$ cat config.mk
export PLATFORM = sky130hd
export DESIGN_NAME = uart_tx_mmio
export DESIGN_NICKNAME = d
export VERILOG_FILES = /design/src/rtl/uart_tx_mmio.sv
export SDC_FILE = /design/constraint.sdc
export NUM_CORES = 1
export LEC_CHECK = 0
export BUFFER_PORTS_ARGS = -buffer_cell sky130_fd_sc_hd__clkbuf_2
export CAP_MARGIN = 30
export CELL_PAD_IN_SITES_DETAIL_PLACEMENT = 1
export CELL_PAD_IN_SITES_GLOBAL_PLACEMENT = 2
export CORE_MARGIN = 1.5
export CORE_UTILIZATION = 34
export CTS_CLUSTER_SIZE = 28
export DETAILED_ROUTE_END_ITERATION = 12
export HOLD_SLACK_MARGIN = 0.1
export PLACE_DENSITY = 0.94
export SLEW_MARGIN = 20
export SYNTH_ARGS = -nofsm -noshare
export SYNTH_HDL_FRONTEND = slang
export SYNTH_SLANG_ARGS = --single-unit
$ cat constraint.sdc
create_clock -name clk -period 4.9 [get_ports clk]
set_clock_uncertainty 0.1 [all_clocks]
set_input_delay 0.49 -clock clk [delete_from_list [all_inputs] [get_ports clk]]
set_output_delay 0.49 -clock clk [all_outputs]
set_load 0.1 [all_outputs]
$ cat src/rtl/uart_tx_mmio.sv
// Memory-mapped UART transmitter: 4-entry byte FIFO behind a data/status register
// pair, drained by an 8N1 serializer with a registered tx line.
module uart_tx_mmio #(
  parameter int unsigned CLKS_PER_BIT = 868,
  parameter logic [31:0] TXDATA_ADDR  = 32'h4000_0018,
  parameter logic [31:0] STATUS_ADDR  = 32'h4000_001C
) (
  input  logic        clk,
  input  logic        reset,
  input  logic        MemRead,
  input  logic        MemWrite,
  input  logic [31:0] Address,
  input  logic [31:0] WriteData,
  output logic [31:0] ReadData,
  output logic        tx
);

  typedef enum logic [1:0] {S_IDLE, S_START, S_DATA, S_STOP} state_e;

  localparam logic [15:0] BAUD_MAX = 16'(CLKS_PER_BIT - 1);

  state_e      state_q, state_d;
  logic [15:0] baud_q, baud_d;
  logic [2:0]  bit_idx_q, bit_idx_d;
  logic [7:0]  shreg_q, shreg_d;
  logic        tx_q, tx_d;
  logic [7:0]  mem_q [4];
  logic [7:0]  mem_d [4];
  logic [1:0]  wr_ptr_q, wr_ptr_d;
  logic [1:0]  rd_ptr_q, rd_ptr_d;
  logic [2:0]  count_q, count_d;
  logic        ovf_q, ovf_d;

  logic full, empty, busy;
  logic wr_tx, wr_st, pop, push_ok, drop, baud_end;
  logic [7:0] head;
  logic unused_wdata;

  assign full     = (count_q == 3'd4);
  assign empty    = (count_q == 3'd0);
  assign head     = mem_q[rd_ptr_q];
  assign wr_tx    = MemWrite && (Address == TXDATA_ADDR);
  assign wr_st    = MemWrite && (Address == STATUS_ADDR);
  assign pop      = (state_q == S_IDLE) && !empty;
  // A pop in the same cycle frees the slot, so a push at full still fits.
  assign push_ok  = wr_tx && (!full || pop);
  assign drop     = wr_tx && full && !pop;
  assign baud_end = (baud_q == BAUD_MAX);
  assign tx       = tx_q;
  assign unused_wdata = ^{WriteData[31:8], WriteData[7:4], WriteData[2:0]};

  // State register and all datapath flops.
  always_ff @(posedge clk) begin
    if (reset) begin
      state_q   <= S_IDLE;
      baud_q    <= '0;
      bit_idx_q <= '0;
      shreg_q   <= '0;
      tx_q      <= 1'b1;
      mem_q     <= '{default: '0};
      wr_ptr_q  <= '0;
      rd_ptr_q  <= '0;
      count_q   <= '0;
      ovf_q     <= 1'b0;
    end else begin
      state_q   <= state_d;
      baud_q    <= baud_d;
      bit_idx_q <= bit_idx_d;
      shreg_q   <= shreg_d;
      tx_q      <= tx_d;
      mem_q     <= mem_d;
      wr_ptr_q  <= wr_ptr_d;
      rd_ptr_q  <= rd_ptr_d;
      count_q   <= count_d;
      ovf_q     <= ovf_d;
    end
  end

  // Next-state logic.
  always_comb begin
    state_d = state_q;
    unique case (state_q)
      S_IDLE:  if (!empty)                          state_d = S_START;
      S_START: if (baud_end)                        state_d = S_DATA;
      S_DATA:  if (baud_end && bit_idx_q == 3'd7)   state_d = S_STOP;
      S_STOP:  if (baud_end)                        state_d = S_IDLE;
      default:                                      state_d = S_IDLE;
    endcase
  end

  // Outputs; tx is registered from the current state, so it trails the FSM by one cycle.
  always_comb begin
    tx_d = 1'b1;
    busy = (state_q != S_IDLE);
    unique case (state_q)
      S_START: tx_d = 1'b0;
      S_DATA:  tx_d = shreg_q[0];
      default: tx_d = 1'b1;
    endcase
  end

  // Baud counter, bit index and shift register.
  always_comb begin
    baud_d    = '0;
    bit_idx_d = bit_idx_q;
    shreg_d   = shreg_q;
    if (state_q == S_IDLE) begin
      bit_idx_d = '0;
      if (pop) shreg_d = head;
    end else begin
      baud_d = baud_end ? 16'd0 : baud_q + 16'd1;
      if (state_q == S_DATA && baud_end) begin
        bit_idx_d = bit_idx_q + 3'd1;
        shreg_d   = {1'b0, shreg_q[7:1]};
      end
    end
  end

  // FIFO and sticky overflow.
  always_comb begin
    mem_d    = mem_q;
    wr_ptr_d = wr_ptr_q;
    rd_ptr_d = rd_ptr_q;
    count_d  = count_q + {2'b00, push_ok} - {2'b00, pop};
    ovf_d    = ovf_q;
    if (push_ok) begin
      mem_d[wr_ptr_q] = WriteData[7:0];
      wr_ptr_d        = wr_ptr_q + 2'd1;
    end
    if (pop) rd_ptr_d = rd_ptr_q + 2'd1;
    if (drop)                    ovf_d = 1'b1;
    else if (wr_st && WriteData[3]) ovf_d = 1'b0;
  end

  // Read decode is side-effect free.
  always_comb begin
    ReadData = '0;
    if (MemRead) begin
      if (Address == STATUS_ADDR)
        ReadData = {28'b0, ovf_q, empty, full, busy};
      else if (Address == TXDATA_ADDR)
        ReadData = {24'b0, (empty ? 8'h00 : head)};
    end
  end

endmodule

; Yosys cells after proc, flatten, opt, wreduce, memory -nomap -nowiden
; Cells that the tools add are included.
; W data, S select, Z words.
[op_classes]
add_sub_neg = 6
magnitude_cmp = 3
eq_ne = 13
muxes = 21
bitwise_logic = 2
n_reduce_logical = 23
[op_table]
columns = op, count
row1 = $mux W8, 10
row2 = $eq A32 B31 Y1 const B, 2
row3 = $bwmux W32, 1
row4 = $add A16 B1 Y16 const B, 1
row5 = $bmux W8 S2, 1
row6 = $demux W8 S2, 1
row7 = $eq A16 B10 Y1 const B, 1
row8 = $logic_and A1 B1 Y1, 10
row9 = $ne A2 B2 Y1 const B, 5
row10 = $mux W2, 4
row11 = $pmux W2 S4, 1
row12 = $eq A3 B3 Y1 const B, 2
row13 = $ge A3 B3 Y1 const B, 2
row14 = $not A2 Y3, 2
row15 = $reduce_bool A2 Y1, 3
row16 = $add A2 B1 Y2 const B, 2
row17 = $eq A2 B2 Y1 const B, 2
row18 = $reduce_and A4 Y1, 1
row19 = $add A3 B1 Y3, 1
row20 = $add A3 B1 Y3 const B, 1
row21 = $logic_not A1 Y1, 3
row22 = $logic_not A3 Y1, 1
row23 = $lt A3 B1 Y1 const B, 1
row24 = $reduce_or A3 Y1, 1
row25 = other kinds (8), 9
[word_totals]
reg_bits = 70
word_cells = 81

; Longest topological paths before layout
; Gate-level depths: netlist (run 1).
[logic_depth]
ltp_word = 8
depth_mapped = 15
ltp_nobuf = 14

; Worst setup path after synthesis (run 1)
; No wires, ideal clock.
[synth_path]
kind = in2out
startpoint = in Address[5]
endpoint = out ReadData[1]
t_arrival_ns = 3.633
t_required_ns = 4.310
setup_slack_ns = 0.677
stages = 5
path_buffers = 0
cell_sequence = nor4b_1 > nand4_2 > nor2_1 > nand2_1 > nor3_1
[synth_via]
elab_chain_len = 4
elab_cells_between_ends = 5
cone_classes = eq/ne: 2 / mux: 3
[synth_lines]
columns = item, line
row1 = "start, declared", 12  ; input logic [31:0] Address,
row2 = $eq A32 B31 Y1, 141  ; else if (Address == TXDATA_ADDR)
row3 = $mux W8, 141
row4 = $mux W8 (*), 139  ; if (Address == STATUS_ADDR)
row5 = $mux W8 (*), 138  ; if (MemRead) begin
row6 = "end, declared", 14  ; output logic [31:0] ReadData,
; Mark *: on every way between the ends. The rest lies on a longest branch, timed or not.

; Worst setup path in the final report (run 1)
[layout_path]
startpoint = reg state_q[0]
endpoint = reg count_q[2]
[layout_via]
elab_chain_len = 6
[layout_lines]
columns = item, line
row1 = "start, declared", 22  ; state_e state_q, state_d;
row2 = "start signal, assigned", 66  ; state_q <= state_d;
row3 = $logic_not A2 Y1 (*), 44  ; assign pop = (state_q == S_IDLE) && !empty;
row4 = $logic_and A1 B1 Y1 (*), 44
row5 = $logic_or A1 B1 Y1, 46  ; assign push_ok = wr_tx && (!full || pop);
row6 = $logic_and A1 B1 Y1, 46
row7 = $add A3 B1 Y3, 124  ; count_d = count_q + {2'b00, push_ok} - {2'b00, pop};
row8 = $sub A3 B1 Y3 (*), 124
row9 = "end signal, assigned", 74  ; count_q <= count_d;
row10 = "end, declared", 31  ; logic [2:0] count_q, count_d;
; Marked as above.
; A chain may end at the register's enable or synchronous reset.

==> flow_metrics.tcl, run 1 <==
set metrics [dict create \
    top_level_ports 101 \
    slew_viol_final 0 \
    power_per_cell_area_mw_per_mm2 297 \
    ctsLongestPathBuffers 2 \
    via_per_inst 4.85 \
    slew_headroom 0.545 \
    area_growth_pct 12.2 \
    layout_commonest_cell "dfxtp_1" \
    use_met1 0.187 \
    drtIter0Drc 45 \
    dp_cells 547 \
    ys_seq_area_frac 0.385 \
    ant_nets 0 \
    critPathBufInv 4 \
    cpPeakStageDelay_ps 790 \
    dp_slack_ps 1340 \
    yosys.area.top_type "dfxtp_1" \
    p_leak_nw 1.63 \
    cts_root_buffer "clkbuf_8" \
    rsz0062_at_grt "no" \
    path_cells "inv_1, ha_1, or4b_2, nand2_1, nor3_1, inv_1, ha_1, inv_1, ha_1, inv_1, fa_1, xor2_1, xnor2_1, nor2_1" \
    cp_top_family "adder cells" \
    critPathCaptureType "register" \
    antenna_found_initial 0 \
    ys_ff_latch 70 \
    path_max_fanout 14 \
    finalNonFillerCells 563 \
    gp_congestion 0.750 \
    finalSetupViolCount 0 \
    drive_gt1_frac 0.227 \
    cp.required_ps 5030 \
    finalWirelength_mm 8.24 \
    run_status "finished, final reports clean" \
    hold_viol 0 \
    num-nets-final 505 \
    grt_pass1_wl_mm 13.9 \
    syn_area_per_cell_um2 9.76 \
    swShare 0.334 \
    antennaDiodeCount 0 \
    finalCritPeriodShare 0.691 \
    worstMarginPinSlew_ps 677 \
    fin_ws_ps 1510 \
    register_area_mm2 0.00140 \
    synthTopCellsByArea "dfxtp_1 38%, mux2i_1 12%, nor2_1 7.0%" \
    fill_cells 1243 \
    clk_latency_ps 360 \
    vias 2729 \
    synthCells 373 \
    cap_violations 0 \
    intPower_uw 809 \
    worst_setup_path_start_kind "register" \
    cts_tree "yes" \
    cts_buffers 9 \
    crit_slowest_cell "or4b_2" \
    grt_pass1_vias 2871 \
    final_cell_mix "70 x dfxtp_1, 68 x nor2_1, 52 x clkbuf_2" \
    path_class "register to register" \
    combPwrFrac 0.164 \
    ys_types 53 \
    start_util 0.351 \
    clk_pin_slew_ps 80 \
    num_rows 37 \
    track_usage 0.158 \
    fp.dieW_um 107 \
    h-tree-depth 3 \
    drt_pass1_iterations 4 \
    hpwl_mm 6.27 \
    overflow 0 \
    peakVddDrop_uv 171 \
    dieHeight_um 107 \
    hold_buffers 0 \
    grt_use_met3 0.0490 \
    synthesis.area_mm2 0.00364 \
    gr-usage-met2 0.275 \
    place.port_buffers 52 \
    max_freq_mhz 295 \
    fin_crit_ps 3390 \
    hp-class "input pin to register" \
    cts_sinks 70 \
    drc_errors 0 \
    seqPwrFrac 0.478 \
    cts-resized-gates 0 \
    grt.busiest_layer "met2" \
    grt_start_max_net_pins 54 \
    netlist.area_leader.share 0.385 \
    cts_setup_buffers 0 \
    wl_per_cell_um 14.6 \
    coreArea_mm2 0.0104 \
    cp.arrival_ps 3520 \
    crit_top_cell "inv_1" \
    setup_tns_ps 0 \
    p_clk_frac 0.358 \
    multi_input_area_mm2 0.00201 \
    die-area_mm2 0.0113 \
    yosysWarnings 0 \
    p_switching_uw 405 \
]
-- layout make-up --
class                      count  share of cell area
multi-input combinational    273               0.493
sequential                    70               0.343
timing repair buffer          53              0.0655
tap                          136              0.0416
clock buffer                   9              0.0303
inverter                      15              0.0138
clock inverter                 7              0.0132
-- Yosys cell counts (all sizes together) --
cell,number
nor4b,3
and3,2
nand3,9
dfxtp,70
a31oi,1
or3b,2
ha,14
and4,1
or4,3
or3,3
a21oi,3
and2,2
buf,29
nor4,7
o31ai,1
nand2,14
or4b,1
xor2,10
mux4,8
conb,1
a211oi,7
a2111oi,1
nor2,69
xnor2,8
a22oi,2
or4bb,1
fa,1
nand4,6
inv,15
nor3,13
a21o,1
nor3b,1
o21ai,2
a31o,2
mux2i,44
o211a,1
nor2b,5
nand3b,1
clkbuf,9
-- registers in the layout, summed over array words and instances, names as in the netlist --
name	cells
rd_ptr_q	2
tx	1
shreg_q	8
count_q	3
bit_idx_q	3
mem_q	32
wr_ptr_q	2
baud_q	16
ovf_q	1
state_q	2
-- metrics by stage --
| stage | total power [mW] | utilization | hold slack (ps) | instance area, um^2 |
|---|---|---|---|---|
| after global routing | 1.27 | 0.394 | 316 | 4090 |
| after global placement | 0.790 | 0.377 | 347 | 3910 |
| after floorplan | 0.773 | - | 327 | 3730 |
| final | 1.21 | 0.394 | 319 | 4090 |
| after detailed placement | 0.795 | 0.377 | 365 | 3910 |
| after CTS | 1.23 | 0.394 | 306 | 4090 |
-- power groups by stage --
stage	Sequential (mW)	Clock [mW]	Combinational (mW)
after floorplan	0.604	0	0.169
after global placement	0.593	0	0.197
after detailed placement	0.594	0	0.202
after CTS	0.580	0.450	0.202
after global routing	0.581	0.476	0.213
final	0.580	0.435	0.200
-- metal layers --
| layer | wire [um] | part of all wire | vias to the layer above |
|---|---|---|---|
| met5 | 0 | 0 | - |
| met4 | 104 | 0.013 | 0 |
| met3 | 280 | 0.034 | 11 |
| met2 | 4250 | 0.52 | 46 |
| met1 | 3610 | 0.44 | 1326 |
| li1 | - | - | 1346 |
-- path summary, 6_finish.rpt --
| path | end | from | cells after the start | slack, ps |
|---|---|---|---|---|
| hold / removal | mem_q[10] | WriteData[2] | 3 | 320 |
| setup reg to reg | count_q[2] | state_q[0] | 14 | 1510 |
| hold reg to reg | baud_q[0] | baud_q[0] | 1 | 370 |
| setup / recovery | count_q[2] | state_q[0] | 14 | 1510 |
-- worst reg2reg max path, delay by kind of cell (launching register included) --
family	cells	cell delay (ps)
fa+ha+maj	4	1140
simple gates	4	1030
flops	1	380
xor+xnor	2	310
buf+inv	4	290
-- logic make-up (layout without fill, tap and decap cells) --
family,after synthesis,after routing,share of synthesized area
simple gates,143,143,0.212
buf+inv,53,84,0.0862
compound gates,21,21,0.0491
fa+ha+maj,15,15,0.0536
mux,52,52,0.170
xor+xnor,18,18,0.0433
flops,70,70,0.385
other cells,1,24,0.00103
Power figures use the tool's default switching activity.
==> run 2: changes to the inputs <==
--- a/config.mk
+++ b/config.mk
@@ -5,16 +5,17 @@
 export SDC_FILE = /design/constraint.sdc
 export NUM_CORES = 1
 export LEC_CHECK = 0
+export ABC_AREA = 1
 export BUFFER_PORTS_ARGS = -buffer_cell sky130_fd_sc_hd__clkbuf_2
 export CAP_MARGIN = 30
 export CELL_PAD_IN_SITES_DETAIL_PLACEMENT = 1
 export CELL_PAD_IN_SITES_GLOBAL_PLACEMENT = 2
 export CORE_MARGIN = 1.5
-export CORE_UTILIZATION = 34
+export CORE_UTILIZATION = 25
 export CTS_CLUSTER_SIZE = 28
 export DETAILED_ROUTE_END_ITERATION = 12
 export HOLD_SLACK_MARGIN = 0.1
-export PLACE_DENSITY = 0.94
+export PLACE_DENSITY = 0.84
 export SLEW_MARGIN = 20
 export SYNTH_ARGS = -nofsm -noshare
 export SYNTH_HDL_FRONTEND = slang
==> constraint.sdc (replaced) <==
create_clock -name clk -period 3 [get_ports clk]
set_clock_uncertainty 0.1 [all_clocks]
set_input_delay 0.3 -clock clk [delete_from_list [all_inputs] [get_ports clk]]
set_output_delay 0.3 -clock clk [all_outputs]
set_load 0.1 [all_outputs]
==> flow_metrics.tcl, run 2 <==
set metrics [dict create \
    layout_commonest_cell "nand2_1" \
    drtIter0Drc 112 \
    p_total_mw 2.35 \
    grt_pass1_wl_mm 18.5 \
    via_per_inst 4.36 \
    worstMarginPinSlew_ps 862 \
    top_level_ports 101 \
    hold_buffers 0 \
    top_register "mem_q" \
    reg_top3 "mem_q (32), baud_q (16), shreg_q (8)" \
    ctsLongestPathBuffers 2 \
    fin_ws_ps 396 \
    largest_reg_flops 32 \
    synth.most_common_cell "nand2_1" \
    ys_seq_area_frac 0.353 \
    cts_buffers 9 \
    dp_cells 851 \
    critPathCaptureType "register" \
    num_rows 45 \
    ys_types 32 \
    clk_latency_ps 340 \
    antennaDiodeCount 0 \
    cp.required_ps 3120 \
    reg2reg_depth 12 \
    synth_common_cells "131 x nand2_1, 129 x nor2_1, 74 x inv_1" \
    grt_pass1_vias 4062 \
    cp.arrival_ps 2720 \
    ys_async_sr_fraction 0 \
    synthCells 600 \
    final_cell_mix "131 x nand2_1, 129 x nor2_1, 74 x inv_1" \
    grt_start_max_net_pins 36 \
    cts_sinks 70 \
    cts-resized-gates 0 \
    synthFlopType "dfxtp_1" \
    setup_tns_ps 0 \
    fp.dieW_um 129 \
    h-tree-depth 3 \
    dp_slack_ps 386 \
    rsz0062_at_grt "no" \
    wl_per_cell_um 12.4 \
    netlist.area_leader.share 0.353 \
    antenna_found_initial 0 \
    finalSetupViolCount 0 \
    worst_setup_path_start_kind "register" \
    finalNonFillerCells 867 \
    yosys.area.top_type "dfxtp_1" \
    peakVddDrop_uv 257 \
    fin_crit_ps 2600 \
    vias 3784 \
    power_per_cell_area_mw_per_mm2 504 \
    max_freq_mhz 384 \
    drive_gt1_frac 0.133 \
    finalWirelength_mm 10.7 \
    track_usage 0.141 \
    ys_ff_latch 70 \
    drt_pass1_iterations 4 \
    start_util 0.258 \
    synthesis.area_mm2 0.00397 \
    overflow 0 \
    ant_nets 0 \
    run_status "finished, final reports clean" \
    synth-edff-count 0 \
    die-area_mm2 0.0167 \
    cts_tree "yes" \
    coreArea_mm2 0.0154 \
    clk_pin_slew_ps 60 \
    hpwl_mm 7.94 \
    finalCritPeriodShare 0.868 \
    hold_viol 0 \
    gp_congestion 0.794 \
    drc_errors 0 \
    syn_area_per_cell_um2 6.62 \
    place.port_buffers 52 \
    hp-class "input pin to register" \
    cts_root_buffer "clkbuf_16" \
    area_growth_pct 17.3 \
    slew_viol_final 0 \
    fin_area_mm2 0.00466 \
    cts_setup_buffers 0 \
    hold_depth 3 \
    slew_headroom 0.422 \
    path_class "register to register" \
    path_max_fanout 17 \
    yosysWarnings 0 \
    dieHeight_um 129 \
    num-nets-final 734 \
    synthTopCellsByArea "dfxtp_1 35%, nand2_1 12%, nor2_1 12%" \
    cap_violations 0 \
    post_dp_cell_area_mm2 0.00432 \
    p_leak_nw 2.18 \
]
==> run 2: cell types whose count changed in the layout (fill, tap and decap cells not counted), moves of 6 or more <==
cell | previous run | this run
nor2_1 | 68 | 129
o21ai_0 | 2 | 27
a21oi_1 | 3 | 34
xor2_1 | 10 | 3
nand3b_1 | 1 | 7
inv_1 | 15 | 74
nand3_1 | 9 | 22
nand2_1 | 14 | 131
mux4_2 | 8 | 0
clkbuf_16 | 0 | 9
clkbuf_8 | 9 | 0
mux2i_1 | 44 | 0
==> run 2: worst max-delay path, stage by stage, from the launching register on <==
cell     delay (ps)
dfxtp_1         340
inv_1           120
ha_1            260
inv_2            50
buf_4           190
nor2_2          270
ha_1            280
inv_1            60
ha_1            130
inv_1            50
fa_1            390
o21ai_0         180
a21oi_1          60
==> run 2: per-layer routing <==
layer  track usage  part of all wire  up-vias
met5             0                 0        -
met4        0.0317             0.012        0
met3        0.0380             0.025       12
met2         0.261              0.52       29
met1         0.160              0.45     1826
li1              -                 -     1917
==> run 2: power breakdown <==
group | leakage (nW) | internal [mW] | switching (mW) | total (mW)
combinational | 1.45 | 0.0269 | 0.166 | 0.193
clock | 0.164 | 0.816 | 0.410 | 1.23
sequential | 0.563 | 0.930 | 0.0000884 | 0.930
total | 2.18 | 1.77 | 0.576 | 2.35
==> run 2: kinds of logic after synthesis <==
kind of cell	Yosys count	synth area share
xor gates and xnor gates	6	0.0132
buffers and inverters	118	0.151
AOI/OAI and AO/OA	66	0.0850
other	1	0.000944
DFF	70	0.353
adders and majority gates	15	0.0491
and+or+nand+nor	324	0.348
==> run 2: worst paths after layout <==
check,startpoint,end,slack (ps)
hold reg to reg,baud_q[0],baud_q[0],340
hold / removal,WriteData[0],mem_q[8],150
setup / recovery,state_q[1],count_q[2],400
setup reg to reg,state_q[1],count_q[2],400
==> run 2: layout make-up <==
type | count | area (um^2)
inverters | 78 | 293
clock inverters | 5 | 108
flip-flops and latches | 70 | 1400
well taps | 211 | 264
repair buffers | 57 | 300
fillers | 1959 | 10700
multi-input cells | 435 | 2060
clock buffers | 11 | 233
==> run 2: through the flow <==
step	hold WS, ps	utilization
3_3_place_gp	329	0.281
4_1_cts	144	0.303
3_5_place_dp	341	0.281
5_1_grt	159	0.303
2_1_floorplan	318	-
6_report	154	0.303
==> run 3: changes to the inputs <==
--- a/config.mk
+++ b/config.mk
@@ -8,14 +8,12 @@
 export ABC_AREA = 1
 export BUFFER_PORTS_ARGS = -buffer_cell sky130_fd_sc_hd__clkbuf_2
 export CAP_MARGIN = 30
-export CELL_PAD_IN_SITES_DETAIL_PLACEMENT = 1
-export CELL_PAD_IN_SITES_GLOBAL_PLACEMENT = 2
 export CORE_MARGIN = 1.5
-export CORE_UTILIZATION = 25
+export CORE_UTILIZATION = 48
 export CTS_CLUSTER_SIZE = 28
 export DETAILED_ROUTE_END_ITERATION = 12
 export HOLD_SLACK_MARGIN = 0.1
-export PLACE_DENSITY = 0.84
+export PLACE_DENSITY = 0.85
 export SLEW_MARGIN = 20
 export SYNTH_ARGS = -nofsm -noshare
 export SYNTH_HDL_FRONTEND = slang
==> flow_metrics.tcl, run 3 (synthesis gave the netlist of run 2 again) <==
set metrics [dict create \
    place.port_buffers 52 \
    vias 3681 \
    hold_depth 3 \
    drive_gt1_frac 0.133 \
    num-nets-final 732 \
    reg2reg_depth 12 \
    worstMarginPinSlew_ps 861 \
    via_per_inst 4.87 \
    swShare 0.292 \
    hold_buffers 0 \
    h-tree-depth 3 \
    seqPwrFrac 0.487 \
    layout_commonest_cell "nand2_1" \
    combPwrFrac 0.100 \
    p_leak_nw 2.11 \
    slew_headroom 0.422 \
    r2r_slack_ps 460 \
    path_class "register to output port" \
    grt_pass1_vias 3505 \
    drc_errors 0 \
    die-area_mm2 0.00883 \
    cts_setup_buffers 0 \
    crit_slowest_cell "dfxtp_1" \
    grt_pass1_wl_mm 14.5 \
    post_dp_cell_area_mm2 0.00416 \
    fill_cells 776 \
    track_usage 0.205 \
    fin_area_mm2 0.00437 \
    slew_viol_final 0 \
    gp_congestion 0.797 \
    top_register "mem_q" \
    run_status "finished, final reports clean" \
    p_switching_uw 557 \
    cts_root_buffer "clkbuf_8" \
    register_area_mm2 0.00140 \
    r2r_end "count_q[2]" \
    coreArea_mm2 0.00789 \
    final_util 0.554 \
    worst-path-stages 6 \
    clk_pin_slew_ps 80 \
    finalSetupViolCount 0 \
    hp-start "WriteData[4]" \
    multi_input_area_mm2 0.00206 \
    peakVddDrop_uv 300 \
    fin_crit_ps 2760 \
    reg_top3 "mem_q (32), baud_q (16), shreg_q (8)" \
    startpoint "rd_ptr_q[0]" \
    hpwl_mm 6.03 \
    fp.dieW_um 94.0 \
    hp-class "input pin to register" \
    critPathBufInv 2 \
    critPathCaptureType "output port" \
    finalCritPeriodShare 0.920 \
    antenna_found_initial 0 \
    intPower_mw 1.35 \
    cp.arrival_ps 2360 \
    dieHeight_um 94.0 \
    ctsLongestPathBuffers 2 \
    largest_reg_flops 32 \
    power_per_cell_area_mw_per_mm2 436 \
    cp.required_ps 2600 \
    cts_sinks 70 \
    p_clk_frac 0.413 \
    max_freq_mhz 362 \
    min_to "mem_q[28]" \
    drtIter0Drc 180 \
    cts-resized-gates 0 \
    cts_tree "yes" \
    hold_viol 0 \
    wl_per_cell_um 11.0 \
    grt_start_max_net_pins 33 \
    cpPeakStageDelay_ps 740 \
    path_cells "buf_4, a21oi_1, o21ai_0, nand4_1, nand2_1, clkbuf_2" \
    cp_top_family "buffers and inverters" \
    cts_buffers 9 \
    num_rows 32 \
    path_max_fanout 21 \
    worst_setup_path_start_kind "register" \
    final_cell_mix "131 x nand2_1, 129 x nor2_1, 74 x inv_1" \
    antennaDiodeCount 0 \
    clk_latency_ps 350 \
    area_growth_pct 9.98 \
    top_level_ports 101 \
    ant_nets 0 \
    finalWirelength_mm 8.33 \
    rsz0062_at_grt "no" \
    drt_pass1_iterations 4 \
    cap_violations 0 \
    crit-reg2reg-launch "state_q[0]" \
    overflow 0 \
    start_util 0.504 \
]
==> run 3: cell count changes in the layout (fill, tap and decap cells not counted), moves of 2 or more <==
| cell | before | now |
|---|---|---|
| bufinv_16 | 3 | 1 |
| clkbuf_1 | 2 | 0 |
| clkbuf_16 | 9 | 0 |
| buf_4 | 6 | 3 |
| clkbuf_8 | 0 | 9 |
| inv_6 | 0 | 2 |
==> run 3: power by group through the flow <==
stage          registers [mW]  logic [mW]  clock network [mW]
3_3_place_gp            0.950       0.188                   0
3_5_place_dp            0.950       0.189                   0
5_1_grt                 0.928       0.199               0.844
6_report                0.928       0.190               0.787
4_1_cts                 0.928       0.189               0.801
2_1_floorplan           0.950       0.179                   0
==> run 3: worst max path at each step <==
| stage | to | slack [ps] |
|---|---|---|
| 3_5_place_dp | count_q[2] | 480 |
| 5_1_grt | ReadData[3] | 90 |
| 3_3_place_gp | count_q[2] | 530 |
| 4_1_cts | ReadData[3] | 230 |
| 2_1_floorplan | ReadData[0] | -550 |
| 6_report | ReadData[2] | 240 |
==> run 3: tightest hold or removal path, stage by stage <==
cell and delay, ps:
clkbuf_2 110, nor2_1 50, nor2_1 80
==> run 3: metal layers <==
metal	track usage	routed length [um]	up-vias
met2	0.368	4080	116
met3	0.0583	466	9
met5	0	0	-
li1	-	-	1912
met1	0.232	3660	1644
met4	0.0697	119	0
==> run 3: stage by stage <==
step	cells	setup slack (ps)	power, mW	hold WS (ps)	setup TNS (ps)
after global placement	740	529	1.14	329	0
after floorplan	623	-553	1.13	318	-1110
after CTS	756	233	1.92	114	0
final	756	239	1.90	129	0
after detailed placement	740	475	1.14	338	0
after global routing	756	91.5	1.97	121	0
==> run 3: layout make-up <==
class	instances	share of cell area
clock buffer	9	0.0284
clock inverter	7	0.0186
inverter	78	0.0670
multi-input combinational	435	0.471
sequential	70	0.321
tap	102	0.0292
timing repair buffer	55	0.0647
